**src/rtl/rr_pri_ctrl.sv**
```systemverilog
// Round-robin state stage for the programmable priority arbiter: drives p/r_arb, registers and holds the grant.
// Optional starvation guard compiled in with `define STARVE_GUARD_EN.
module rr_pri_ctrl #(
    parameter int N       = 8,
    parameter int WAITW   = 4,
    parameter int MAXWAIT = 8
) (
    input  logic         clk,
    input  logic         rst_n,
    input  logic [N-1:0] r_in,
    input  logic         done,
    input  logic [N-1:0] g_arb,
    output logic [N-1:0] r_arb,
    output logic [N-1:0] p,
    output logic [N-1:0] gnt,
    output logic         busy,
    output logic         err,
    output logic         starve
);

    typedef enum logic {
        IDLE,
        HOLD
    } state_t;

    localparam logic [N-1:0] ONE = {{(N-1){1'b0}}, 1'b1};

    if (N < 2 || MAXWAIT < 1 || MAXWAIT >= (1 << WAITW)) begin : g_bad_cfg
        $error("rr_pri_ctrl: need N>=2 and 1<=MAXWAIT<2**WAITW");
    end

    state_t       state_q, state_d;
    logic [N-1:0] ptr_q, ptr_d;
    logic [N-1:0] gnt_q, gnt_d;
    logic         err_q, err_d;
    logic         g_multi, g_one, grant_ev;

    // Clearing the lowest set bit leaves something only when two or more bits were set.
    assign g_multi = |(g_arb & (g_arb - ONE));
    assign g_one   = (|g_arb) && !g_multi;

    // NOTE: every output of this block gets a default first, so no path can infer a latch.
    always_comb begin
        state_d  = state_q;
        ptr_d    = ptr_q;
        gnt_d    = gnt_q;
        err_d    = err_q;
        r_arb    = '0;
        grant_ev = 1'b0;
        case (state_q)
            IDLE: begin
                r_arb = r_in;
                if (g_multi) begin
                    err_d = 1'b1;
                end else if (g_one) begin
                    gnt_d    = g_arb;
                    state_d  = HOLD;
                    ptr_d    = {g_arb[N-2:0], g_arb[N-1]};
                    grant_ev = 1'b1;
                end
            end
            HOLD: begin
                if (done || ((r_in & gnt_q) == '0)) begin
                    gnt_d   = '0;
                    state_d = IDLE;
                end
            end
            default: state_d = IDLE;
        endcase
    end

    // NOTE: state registers use non-blocking assignments so all flops sample the same pre-edge values.
    always_ff @(posedge clk or negedge rst_n) begin
        if (!rst_n) begin
            state_q <= IDLE;
            ptr_q   <= ONE;
            gnt_q   <= '0;
            err_q   <= 1'b0;
        end else begin
            state_q <= state_d;
            ptr_q   <= ptr_d;
            gnt_q   <= gnt_d;
            err_q   <= err_d;
        end
    end

    assign gnt  = gnt_q;
    assign busy = (state_q == HOLD);
    assign err  = err_q;

`ifdef STARVE_GUARD_EN
    logic [WAITW-1:0] wait_q [N];

    // NOTE: the wait counters are a small register array, not RAM, so they are reset like any other state.
    always_ff @(posedge clk or negedge rst_n) begin
        if (!rst_n) begin
            for (int i = 0; i < N; i++) wait_q[i] <= '0;
        end else if (grant_ev) begin
            for (int i = 0; i < N; i++) begin
                if (!r_in[i] || g_arb[i]) wait_q[i] <= '0;
                else if (wait_q[i] != '1) wait_q[i] <= wait_q[i] + 1'b1;
            end
        end
    end

    // Scan downward so the lowest starving index is the last to win.
    always_comb begin
        p      = ptr_q;
        starve = 1'b0;
        for (int i = N - 1; i >= 0; i--) begin
            if (wait_q[i] >= WAITW'(MAXWAIT)) begin
                p      = '0;
                p[i]   = 1'b1;
                starve = 1'b1;
            end
        end
    end
`else
    logic unused_grant_ev;
    assign unused_grant_ev = grant_ev;
    assign p               = ptr_q;
    assign starve          = 1'b0;
`endif

endmodule

```
**config.mk**
```make
export PLATFORM = sky130hd
export DESIGN_NAME = rr_pri_ctrl
export DESIGN_NICKNAME = d
export VERILOG_FILES = /design/src/rtl/rr_pri_ctrl.sv
export SDC_FILE = /design/constraint.sdc
export NUM_CORES = 1
export LEC_CHECK = 0
export CORE_ASPECT_RATIO = 1.1
export CORE_MARGIN = 2
export CORE_UTILIZATION = 38
export DETAILED_ROUTE_END_ITERATION = 8
export PLACE_DENSITY = 0.72
export SYNTH_ARGS = -nofsm -noshare
export SYNTH_HDL_FRONTEND = slang
export SYNTH_SLANG_ARGS = --single-unit
```
**constraint.sdc**
```tcl
create_clock -name clk -period 1.5 [get_ports clk]
set_clock_uncertainty 0.05 [all_clocks]
set_input_delay 0.45 -clock clk [delete_from_list [all_inputs] [get_ports clk]]
set_output_delay 0.45 -clock clk [all_outputs]
set_load 0.01 [all_outputs]
```
==> summary.txt <==
clock sink count -> 18
Mean Syn Cell Area -> 10.2 um^2
routed via count -> 1,258
ports placed on the boundary -> 46
Setup crit start kind -> input pin
area fraction of the dominant cell type after synthesis -> 38.5%
height of the die -> 60.6 um
compound-gate portion of the synthesized area -> 22.6%
most common cell after layout, fill and taps aside -> buf_4
Synth Area in Adders -> 0.905%
Worst-path clk slew -> 0.10 ns
Post-synth ARST share -> 100%
fin crit period -> 1.81 ns
pwr/cell area -> 970 nW/um^2
Worst R2R Setup Slack -> -0.22 ns
Hold Path Class -> input pin to async pin
leakage -> 1.04 nW
Final Power -> 2.12 mW
fin. max-slew vios -> 0
Skew-Pair Late Insertion Delay -> 0.29 ns
failing checks -> setup timing
Worst path max stage delay -> 0.41 ns
Area contributors post-synth -> dfrtp_1, mux2_4, nor2b_1, a22oi_1, nand2_1
initial antenna violation count -> 0
Total GRT Usage -> 23.0%
Crit. End Element -> flip-flop
TritonCTS clock tree -> done
WS Path Type -> input pin to flip-flop
crit path from -> g_arb[4]
Max-Cap Viols -> 0
mux contribution to synthesized area -> 9.16%
area grow syn2layout -> 97.7%
#FFs+latches synth -> 18
worst flop-to-flop path endpoint -> p[5]
post-synth top area cell -> dfrtp_1
Placer Congestion -> 0.905
final setup fails -> 25
syn_nets -> 127
largest net degree at the start of global routing -> 19
# rows -> 20
Crit path max-delay family -> simple AND/OR/NAND/NOR gates
post-DR vias/cell -> 5.22
ANT cells -> 0
H-Tree Depth -> 1
main combinational cell family by area after synthesis -> compound AO/OA/AOI/OAI gates
worst vdd ir -> 0.927 mV
worst path bufs/invs -> 3
RSZ-0062 raised after global routing -> yes
Die X -> 55.4 um
layout cells sized above 1 -> 53.8%
commonest cells after routing, fill and taps aside -> buf_4, buf_6, dfrtp_1
Placeable Area -> 2780 um^2
detailed-router iteration count before antenna repair -> 4
DRC -> 0
dpl hpwl -> 2640 um
vias in the first global route -> 1,272
Post-Syn Area -> 1110 um^2
Initial Util -> 39.8%
Post-Synth Simple-Gate Area -> 20.7%
fin area -> 2190 um^2
Post-DRT Antenna Nets -> 0
Critical Path AT -> 1.91 ns
CP Cell Sequence -> buf_6 -> or3_4 -> nor4_4 -> buf_4 -> o31a_1 -> buf_6 -> o311ai_4
I/O Buffers -> 44
Max Clock Freq -> 552 MHz
Longest Clk Path Bufs -> 2
DRT iter0 DRCs -> 28
final wirelength -> 3790 um
first-pass GRT wire length -> 6080 um
EDFF count, synth -> 0
worst-path cell with the longest stage delay -> or3_4
Worst EP required -> 1.60 ns
die footprint -> 3360 um^2
Yosys warning total -> 0
dpl cell area -> 1870 um^2
final clock period utilization by the worst path -> 121%
Hold Fails Final Rpt -> 0
Main synth FF type -> dfrtp_1
drt wl/cell -> 15.7 um
critical path fanouts, max -> 5
final worst setup slack -> -0.312 ns
global route overflow -> 0
CP most frequent cell -> buf_6
post-synthesis xor/xnor area fraction -> 0%
sequential fraction of the synthesis area -> 40.8%
clk root buf -> clkbuf_4
worst hold slack -> 0.434 ns
worst r2r src -> busy
Post-Synthesis Cells -> 108
outcome -> complete, but fails checks
hold buffers post-CTS -> 0
filler instances -> 194
Nets -> 228
cells on worst reg2reg path -> 7
Cell variety after synth -> 34
CTS Buf Count -> 3
==> worst max path at each step <==
| stage | endpoint | slack (ns) | cells past startpoint |
|---|---|---|---|
| 2_1_floorplan | p[1] | -0.54 | 5 |
| 3_3_place_gp | p[7] | -0.98 | 6 |
| 3_5_place_dp | p[7] | -1.02 | 6 |
| 4_1_cts | p[7] | -0.33 | 6 |
| 5_1_grt | gnt[1] | -0.34 | 7 |
| 6_report | gnt[1] | -0.31 | 7 |
==> sequential cells by signal, summed over array words and instances, names as in the netlist <==
name,flops
gnt,8
p,8
busy,1
err,1
==> through the flow <==
stage / setup TNS (ns) / cells / util, % / setup WS, ns
4_1_cts: -5.55 / 233 / 71.0 / -0.326
6_report: -5.21 / 241 / 78.7 / -0.312
2_1_floorplan: -6.83 / 108 / - / -0.544
5_1_grt: -6.04 / 241 / 78.7 / -0.342
3_3_place_gp: -20.75 / 217 / 67.3 / -0.980
3_5_place_dp: -21.59 / 217 / 67.3 / -1.02
==> cells by family after synthesis <==
logic type                 count (synthesis)
buffers and inverters                     13
and+or+nand+nor                           38
DFF                                       18
other                                      1
muxes                                      7
adders and majority gates                  1
AOI/OAI and AO/OA                         30
==> report_power, final <==
group          internal (mW)  total [mW]  switching (mW)
logic                  0.648        1.10           0.451
clock network          0.148       0.298           0.150
registers              0.631       0.725          0.0936
total                   1.43        2.12           0.695
==> repair_timing <==
action,CTS,global route
pin swaps,7,4
setup buffers,12,8
gates resized for setup,115,50
gates cloned,0,0
endpoints found under the setup margin,44,41
==> metal layers <==
layer | vias to the layer above | part of all wire, % | global-route usage, %
met5 | - | 0 | 0
met4 | 0 | 1.3 | 6.27
met3 | 6 | 5.1 | 4.69
met2 | 51 | 53 | 43.5
met1 | 597 | 41 | 27.0
li1 | 604 | - | -
==> layout make-up <==
cell class,instances,area [um^2],share of cell area [%]
clock buffer,4,36.3,1.66
sequential,18,453,20.7
inverter,9,33.8,1.54
tap,33,41.3,1.89
timing repair buffer,100,845,38.6
multi-input combinational,77,778,35.6
==> cell usage after synthesis, types with 3 or more instances <==
cell      number
o31a_1         3
mux2_4         6
a22oi_1        6
o311ai_0       4
nand2b_1       3
nand2_1       10
o311ai_1       4
nor2b_1       12
dfrtp_1       17
inv_1          9
Note: power is estimated with default switching activity, not from simulation.
